==> config.mk <==
export PLATFORM = sky130hd
export DESIGN_NAME = simon_sequencer
export DESIGN_NICKNAME = d
export VERILOG_FILES = /design/src/rtl/simon_sequencer.sv
export SDC_FILE = /design/constraint.sdc
export NUM_CORES = 1
export LEC_CHECK = 0
export ABC_AREA = 1
export CORE_MARGIN = 2
export CORE_UTILIZATION = 55
export DETAILED_ROUTE_END_ITERATION = 8
export PLACE_DENSITY = 0.7
export REMOVE_ABC_BUFFERS = 1
export SETUP_SLACK_MARGIN = 0.15
export SYNTH_ARGS = -nofsm -noshare
export SYNTH_HDL_FRONTEND = slang
export SYNTH_SLANG_ARGS = --single-unit
==> constraint.sdc <==
create_clock -name CLOCK_50 -period 10.07 [get_ports CLOCK_50]
set_input_delay 3.021 -clock CLOCK_50 [delete_from_list [all_inputs] [get_ports CLOCK_50]]
set_output_delay 3.021 -clock CLOCK_50 [all_outputs]
set_load 0.005 [all_outputs]
==> src/rtl/simon_sequencer.sv <==
// Simon Says engine: grows an LFSR colour sequence, plays it on lamps, then checks key presses.
// Build option: define SIMON_TIMEOUT_EN to make USER inactivity end the game as a loss.
module simon_sequencer #(
  parameter int          NUM_COLORS     = 4,
  parameter int          MAX_LEN        = 32,
  parameter int          LEN_W          = 6,
  parameter int          SHOW_CYCLES    = 25_000_000,
  parameter int          GAP_CYCLES     = 12_500_000,
  parameter logic [15:0] LFSR_SEED      = 16'hACE1,
  parameter int          TIMEOUT_CYCLES = 250_000_000
) (
  input  logic                  CLOCK_50,
  input  logic                  resetn,
  input  logic                  start,
  input  logic [2:0]            level,
  input  logic [NUM_COLORS-1:0] key_pulse,
  output logic [NUM_COLORS-1:0] lamp,
  output logic [1:0]            state,
  output logic [LEN_W-1:0]      score,
  output logic                  win,
  output logic                  lose,
  output logic [2:0]            dbg_fsm
);

  localparam int CW = (NUM_COLORS > 1) ? $clog2(NUM_COLORS) : 1;
  localparam int AW = (MAX_LEN > 1) ? $clog2(MAX_LEN) : 1;
  localparam int TW = 32;
  localparam logic [TW-1:0]    GAP_LOAD  = TW'(GAP_CYCLES - 1);
  localparam logic [TW-1:0]    SHOW_BASE = TW'(SHOW_CYCLES);
  localparam logic [LEN_W-1:0] MAX_LEN_L = LEN_W'(MAX_LEN);
`ifdef SIMON_TIMEOUT_EN
  localparam logic [TW-1:0]    IDLE_LOAD = TW'(TIMEOUT_CYCLES - 1);
`endif

  typedef enum logic [2:0] {
    S_READY, S_ADD, S_PLAY_ON, S_PLAY_OFF, S_USER, S_PAUSE, S_WIN, S_LOSE
  } fsm_t;

  fsm_t                  fsm_q, fsm_d;
  logic [LEN_W-1:0]      len_q, len_d;
  logic [LEN_W-1:0]      idx_q, idx_d;
  logic [LEN_W-1:0]      score_q, score_d;
  logic [TW-1:0]         timer_q, timer_d;
  logic [TW-1:0]         show_q, show_d;
  logic [15:0]           lfsr_q;
  logic [CW-1:0]         mem_q [MAX_LEN];
  logic                  mem_we;

  logic [2:0]            lvl_eff;
  logic [TW-1:0]         show_calc;
  logic [CW-1:0]         new_color;
  logic [CW-1:0]         cur_color;
  logic [NUM_COLORS-1:0] cur_onehot;
  logic                  last_idx;

  always_comb begin
    lvl_eff    = (level == 3'd0 || level > 3'd5) ? 3'd1 : level;
    show_calc  = SHOW_BASE >> (lvl_eff - 3'd1);
    if (show_calc == '0) show_calc = TW'(1);
    new_color  = CW'({24'd0, lfsr_q[7:0]} % NUM_COLORS);
    cur_color  = mem_q[idx_q[AW-1:0]];
    cur_onehot = NUM_COLORS'(1) << cur_color;
    last_idx   = (idx_q == len_q - LEN_W'(1));
  end

  always_comb begin
    fsm_d   = fsm_q;
    len_d   = len_q;
    idx_d   = idx_q;
    score_d = score_q;
    timer_d = timer_q;
    show_d  = show_q;
    mem_we  = 1'b0;
    lamp    = '0;
    case (fsm_q)
      S_READY, S_WIN, S_LOSE: begin
        if (start) begin
          len_d   = '0;
          idx_d   = '0;
          score_d = '0;
          fsm_d   = S_ADD;
        end
      end
      S_ADD: begin
        mem_we  = 1'b1;
        len_d   = len_q + LEN_W'(1);
        idx_d   = '0;
        show_d  = show_calc;
        timer_d = show_calc - TW'(1);
        fsm_d   = S_PLAY_ON;
      end
      S_PLAY_ON: begin
        lamp = cur_onehot;
        if (timer_q == '0) begin
          timer_d = GAP_LOAD;
          fsm_d   = S_PLAY_OFF;
        end else begin
          timer_d = timer_q - TW'(1);
        end
      end
      S_PLAY_OFF: begin
        if (timer_q != '0) begin
          timer_d = timer_q - TW'(1);
        end else if (last_idx) begin
          idx_d = '0;
          fsm_d = S_USER;
`ifdef SIMON_TIMEOUT_EN
          timer_d = IDLE_LOAD;
`endif
        end else begin
          idx_d   = idx_q + LEN_W'(1);
          timer_d = show_q - TW'(1);
          fsm_d   = S_PLAY_ON;
        end
      end
      S_USER: begin
        // Any press other than exactly the expected one-hot code is a loss.
        if (key_pulse != '0) begin
          if (key_pulse != cur_onehot) begin
            fsm_d = S_LOSE;
          end else if (!last_idx) begin
            idx_d = idx_q + LEN_W'(1);
`ifdef SIMON_TIMEOUT_EN
            timer_d = IDLE_LOAD;
`endif
          end else begin
            score_d = len_q;
            timer_d = GAP_LOAD;
            fsm_d   = (len_q == MAX_LEN_L) ? S_WIN : S_PAUSE;
          end
        end
`ifdef SIMON_TIMEOUT_EN
        else if (timer_q == '0) begin
          fsm_d = S_LOSE;
        end else begin
          timer_d = timer_q - TW'(1);
        end
`endif
      end
      S_PAUSE: begin
        if (timer_q == '0) fsm_d = S_ADD;
        else               timer_d = timer_q - TW'(1);
      end
      default: fsm_d = S_READY;
    endcase
  end

  always_ff @(posedge CLOCK_50) begin
    if (!resetn) begin
      fsm_q   <= S_READY;
      len_q   <= '0;
      idx_q   <= '0;
      score_q <= '0;
      timer_q <= '0;
      show_q  <= '0;
      lfsr_q  <= LFSR_SEED;
    end else begin
      fsm_q   <= fsm_d;
      len_q   <= len_d;
      idx_q   <= idx_d;
      score_q <= score_d;
      timer_q <= timer_d;
      show_q  <= show_d;
      // Free-running so the moment of start seeds the game.
      lfsr_q  <= {lfsr_q[14:0], lfsr_q[15] ^ lfsr_q[13] ^ lfsr_q[12] ^ lfsr_q[10]};
    end
  end

  always_ff @(posedge CLOCK_50) begin
    if (mem_we) mem_q[len_q[AW-1:0]] <= new_color;
  end

  always_comb begin
    case (fsm_q)
      S_READY:       state = 2'b00;
      S_USER:        state = 2'b10;
      S_WIN, S_LOSE: state = 2'b11;
      default:       state = 2'b01;
    endcase
  end

  assign score   = score_q;
  assign win     = (fsm_q == S_WIN);
  assign lose    = (fsm_q == S_LOSE);
  assign dbg_fsm = fsm_q;

endmodule

Yosys cells after proc, flatten, opt, wreduce, memory -nomap -nowiden
Memory sizes are Yosys's and may differ from the RTL's. A register that Yosys moved wholly into a read port is not among the register bits.
Cells that the tools add are included.
{"block": "classes", "add_sub_neg": 7, "magnitude_cmp": 1, "eq_ne": 21, "shift": 2, "n_mux": 39, "bitwise": 3, "reduce_logical": 18}
{"op": "$mux 32", "count": 8}
{"op": "$pmux 32 s5", "count": 1}
{"op": "$sub 32x1->32 const B", "count": 3}
{"op": "$logic_not 32->1", "count": 2}
{"op": "$mux 6", "count": 9}
{"op": "$reduce_bool 32->1", "count": 1}
{"op": "$shr 25x3->32 const A", "count": 1}
{"op": "$mux 3", "count": 9}
{"op": "$pmux 6 s2", "count": 2}
{"op": "$pmux 6 s4", "count": 1}
{"op": "$ne 2x2->1 const B", "count": 9}
{"op": "$pmux 3 s6", "count": 1}
{"op": "$reduce_and 6->1", "count": 3}
{"op": "$add 6x1->6 const B", "count": 2}
{"op": "$eq 3x3->1 const B", "count": 4}
{"op": "$mux 5", "count": 2}
{"op": "$reduce_bool 4->1", "count": 2}
{"op": "$eq 3x2->1 const B", "count": 2}
{"op": "$eq 6x6->1", "count": 1}
{"op": "$eq 6x6->1 const B", "count": 1}
{"op": "$logic_not 3->1", "count": 2}
{"op": "$ne 3x3->1 const B", "count": 2}
{"op": "$pmux 2 s3", "count": 1}
{"op": "$sub 6x1->6 const B", "count": 1}
{"op": "other kinds (16)", "count": 21}
{"block": "totals", "ff_bits": 101, "ram_bits": 64, "input_bits": 10, "output_inout_bits": 17, "elab_cells": 99, "n_memories": 1}
{"memory": "mem_q", "words": 32, "word_bits": 2, "rd": 1, "rd_clocked_by_memory_dff": 1, "wr": 1, "line_no": "46", "source": "logic [CW-1:0] mem_q [MAX_LEN];"}

Longest topological paths before layout
{"block": "depth", "depth_word": 9, "mapped_depth": 22, "mapped_depth_nobuf": 19}

Worst setup path before layout
Ideal clock, no wire load.
{"block": "synth_timing", "path_type": "input to register", "from": "input level[1]", "to": "register timer_q[10]", "setup_time_ns": 0.115, "arrival_time_ns": 5.602, "t_required_ns": 9.955, "slack_ns": 4.353, "cell_stages": 20, "path_buffers": 1, "cell_sequence": "inv_1 -> nor2_1 -> a21oi_1 -> nor2_1 -> ha_1 -> ha_1 -> inv_1 -> buf_2 -> nand2_1 -> o21ai_0 -> nand2_1 -> nor2_1 -> nand4_1 -> or2_2 -> nor2_1 -> nor2_1 -> a21oi_1 -> nand3_1 -> nand2_1 -> nor2_1"}
{"block": "synth_between", "elab_chain_cells": 9, "word_cells_on_any_way": 10, "cone_classes": "2 x add/sub; 1 x order compare; 1 x shift; 3 x mux; 3 x reduce/logical"}
{"item": "from (decl)", "line_no": "15", "source": "input logic [2:0] level,"}
{"item": "$gt 3x3->1 / $logic_not 3->1 (equally long branches)", "line_no": "57", "source": "lvl_eff = (level == 3'd0 || level > 3'd5) ? 3'd1 : level;"}
{"item": "$logic_or 1x1->1", "line_no": "57"}
{"item": "$mux 3 (*)", "line_no": "57"}
{"item": "$sub 3x1->3 (*)", "line_no": "58", "source": "show_calc = SHOW_BASE >> (lvl_eff - 3'd1);"}
{"item": "$shr 25x3->32 (*)", "line_no": "58"}
{"item": "$logic_not 32->1", "line_no": "59", "source": "if (show_calc == '0) show_calc = TW'(1);"}
{"item": "$mux 32 (*)", "line_no": "59"}
{"item": "$sub 32x1->32 (*)", "line_no": "89", "source": "timer_d = show_calc - TW'(1);"}
{"item": "$pmux 32 s5 (*)", "line_no": "75", "source": "case (fsm_q)"}
{"item": "to (signal assigned)", "line_no": "162", "source": "timer_q <= timer_d;"}
{"item": "to (decl)", "line_no": "43", "source": "logic [TW-1:0] timer_q, timer_d;"}
Every way passes the cells marked *; elsewhere a longest branch is shown, timed or not.
A chain may end at the register's enable or synchronous reset.

Final worst setup path
Same ends and word-level chain as after synthesis.

==> implementation parameters <==
Parameter                              Value

Synthesis
  Sequential-to-total area share from yosys stat ... a little over two fifths
  Mapped Area ... ~0.0093 mm^2
  Flip-flop and latch count after synthesis ... 163
  Leading cell types by count after synthesis ... sky130_fd_sc_hd__nand2_1 (324), sky130_fd_sc_hd__nor2_1 (188), sky130_fd_sc_hd__nand3_1 (138)
  Proportion of synthesized flip-flops having asynchronous set or reset ... 0%
  Synth area leader ... sky130_fd_sc_hd__dfxtp_1
  Post-synthesis instance total ... roughly 1300
  Main area contributors after synthesis ... sky130_fd_sc_hd__dfxtp_1 (21%), sky130_fd_sc_hd__edfxtp_1 (21%), sky130_fd_sc_hd__nand2_1 (13%), sky130_fd_sc_hd__nor2_1 (7.6%), sky130_fd_sc_hd__nand3_1 (7.5%)
  Top-count cell post-synth ... sky130_fd_sc_hd__nand2_1
  Synth cell types ... 46
  Area share of the leading cell type in the synthesized netlist ... 21.4%
  Count of warnings emitted by yosys ... 0
  Flip-flop cell with the highest count after synthesis ... sky130_fd_sc_hd__dfxtp_1
  EDFF count, synth ... 64
  Average size of a mapped cell ... just over 7 um^2

Timing
  Period utilization ... about 66%
  Highest attainable clock frequency ... roughly 150 MHz
  RSZ-0062 raised after global routing ... no
  Max transition margin ... 30.0%
  Clock Skews ... between 0.01 and 0.015 ns
  Max-slew violation total from the final report ... 0
  Minimum period implied by the final worst setup slack ... ~6.7 ns
  Worst hold slack after final layout ... just over 0.4 ns
  TNS Setup ... 0 ns
  Setup Viol. Count Final ... 0
  Least-Margin Pin Slew ... approximately 1.0 ns
  Final Hold Vio Count ... 0

Finish
  Net count reported at finish ... about 1300
  Area taken by flip-flops and latches ... 0.00390 mm^2
  N_diodes ... 0
  Final design area excluding fillers ... between 0.01 and 0.015 mm^2
  Share of cells above drive strength 1 ... 5.39%
  Fillcell total ... 1507
  Multi-input combinational cell area ... ~0.0047 mm^2
  Final standard cell utilization of the core ... about 60%
  Growth of design area from synthesis to finish ... 9.86%

Routing
  Drt wl/cell ... around 16 um
  Initial DRC count ... about 730
  Number of remaining DRC errors ... 0
  Vias per Instance ... ~5.5
  Via count ... approximately 8400
  Total wirelength of the detailed-routed design ... ~25 mm
  Antenna viol nets, final ... 0
  Drt first pass iters ... 6

Pwr
  Share of power burned in registers ... 30.7%
  Net switching component of the power ... 1.39 mW
  Worst supply voltage drop on vdd ... 191 uV
  Comb pwr share ... around 48%
  Total power density per cell area ... 301 mW/mm^2
  Overall power ... around 3 mW
  Int Power ... 1.67 mW
  Clock group share of total power ... between 20% and 30%
  Leak Pwr ... roughly 4.3 nW
  Switching share of power ... 45.4%

Job
  Max-cap violations ... 0

Clock network
  Clock sinks ... approximately 160
  CTS tree ... done
  Number of gates resized after CTS ... 0
  Source-to-sink clock delay at the later pin of the worst-skew pair ... approximately 0.43 ns
  Number of buffers on the longest clock path ... 2
  Inserted Clock Buffers ... 17
  Clock tree root driver cell ... sky130_fd_sc_hd__clkbuf_16
  Register clock-pin slew on the reported worst setup and hold paths ... approximately 0.070 ns
  Hold-fix buffers at CTS ... 0
  Count of H-tree levels built during CTS ... 4
  Count of buffers added by post-CTS timing repair for setup ... 0

Setup path
  Data required time at the worst endpoint ... approximately 10 ns
  Crit start category ... primary input
  Critical Path End Type ... register
  Top fanout value on the critical path ... 15
  Data arrival at the endpoint of the critical path ... ~7 ns
  Class of the most critical setup path ... in -> reg

Die
  I/O pin total ... 27
  Initial Util ... 56.1%
  Die Y ... 134 um
  Horizontal die dimension ... 134 um
  Placement Rows ... between 40 and 50
  Placeable core region ... around 0.017 mm^2
  Overall die area ... between 0.015 and 0.02 mm^2

Global route
  Overflow left after global routing ... 0
  Via count of the first global-routing pass ... between 7000 and 8000
  Overall track demand over capacity in global routing ... between 20% and 30%
  Largest net degree at the start of global routing ... 60
  Initial antenna violation count ... 0
  Global-route wire length before repair ... slightly below 40 mm

Place
  Dpl hpwl ... approximately 17 mm
  Cell area reported after detailed placement ... ~0.0096 mm^2
  Port-buffer cells ... 26
  GP Congestion ... 0.933

Worst hold path
  Tightest Hold Check Type ... reg -> reg

Status
  Status ... finished clean
==> final cells by class <==
class / count / area share, %
Multi-Input combinational cell: 952 / 45.7
Clock buffer: 18 / 4.22
Timing Repair Buffer: 35 / 3.17
Tap cell: 220 / 2.70
Clock inverter: 14 / 1.57
Inverter: 116 / 4.30
Sequential cell: 163 / 38.3
==> stage by stage <==
step                      setup slack, ns  cells
after CTS                            3.49   1518
final                                3.39   1518
after floorplan                      4.15   1231
after global placement               3.04   1486
after global routing                 3.00   1518
after detailed placement             3.03   1486
==> critical path, cell delays in order <==
cell	delay, ns
sky130_fd_sc_hd__clkdlybuf4s50_1	0.48
sky130_fd_sc_hd__inv_1	0.06
sky130_fd_sc_hd__nor2_1	0.30
sky130_fd_sc_hd__a21oi_1	0.07
sky130_fd_sc_hd__nor2_1	0.37
sky130_fd_sc_hd__ha_1	0.25
sky130_fd_sc_hd__ha_1	0.40
sky130_fd_sc_hd__inv_1	0.27
sky130_fd_sc_hd__o21ai_0	0.57
sky130_fd_sc_hd__nand2_1	0.11
sky130_fd_sc_hd__nor2_1	0.18
sky130_fd_sc_hd__nand4_1	0.16
sky130_fd_sc_hd__or2_2	0.32
sky130_fd_sc_hd__nor2_1	0.09
sky130_fd_sc_hd__nor2_1	0.05
sky130_fd_sc_hd__a21oi_1	0.11
sky130_fd_sc_hd__nand3_1	0.08
sky130_fd_sc_hd__nand2_1	0.09
sky130_fd_sc_hd__nor2_1	0.04
==> flip-flops by register name, indices dropped and copies added (netlist names), named ones only <==
register,cells
timer_q,32
score,6
dbg_fsm,3
mem_q,64
len_q,6
lfsr_q,16
show_q,25
idx_q,6
==> layout by cell type, fill, tap and decap left out, drive strengths merged, types with 2 or more instances in the layout <==
| master | netlist | routed |
|---|---|---|
| xnor2 | 12 | 12 |
| nand2 | 326 | 326 |
| nor3 | 17 | 17 |
| nor2 | 192 | 192 |
| clkbuf | 19 | 18 |
| o22ai | 9 | 9 |
| clkdlybuf4s50 | 0 | 25 |
| nand3 | 140 | 140 |
| o211ai | 10 | 10 |
| nor3b | 4 | 4 |
| o221ai | 3 | 3 |
| o31ai | 2 | 2 |
| edfxtp | 64 | 64 |
| clkinv | 1 | 2 |
| nand3b | 4 | 4 |
| ha | 13 | 13 |
| a221oi | 3 | 3 |
| nand4 | 13 | 13 |
| a21oi | 72 | 72 |
| nor4 | 7 | 7 |
| dfxtp | 99 | 99 |
| xor2 | 41 | 41 |
| or2 | 10 | 10 |
| buf | 31 | 10 |
| inv | 115 | 126 |
| o2111ai | 3 | 3 |
| o21ai | 57 | 57 |
| o21bai | 3 | 3 |
| a211oi | 7 | 7 |
==> kinds of logic after synthesis <==
kind of cell             share of synthesized area (%)
AO/OA/AOI/OAI                                     10.6
AND/OR/NAND/NOR                                   32.8
flip-flops                                        42.1
XOR/XNOR                                          5.01
adder cells (fa/ha/maj)                           1.76
buffers and inverters                             7.68
==> routing by layer <==
layer	global-route usage [%]	routed length, um	up-vias
met1	36.0	10500	3751
li1	-	-	4234
met2	46.7	11700	311
met3	5.71	1570	56
met4	11.2	820	0
met5	0	0	-
==> power groups by stage <==
stage / Sequential, mW / Clock (mW) / Combinational (mW)
6_report: 0.943 / 0.654 / 1.47
3_5_place_dp: 0.954 / 0 / 1.45
2_1_floorplan: 0.930 / 0 / 1.05
4_1_cts: 0.940 / 0.660 / 1.46
3_3_place_gp: 0.953 / 0 / 1.44
5_1_grt: 0.959 / 0.691 / 1.66
==> path summary, 6_finish.rpt <==
path,start,to,slack (ns),depth (start not counted)
max,level[1],timer_q[10],3.39,19
min,lfsr_q[9],lfsr_q[10],0.42,1
max reg2reg,timer_q[0],timer_q[5],6.44,14
min reg2reg,lfsr_q[9],lfsr_q[10],0.42,1
Note: power is estimated with default switching activity, not from simulation.
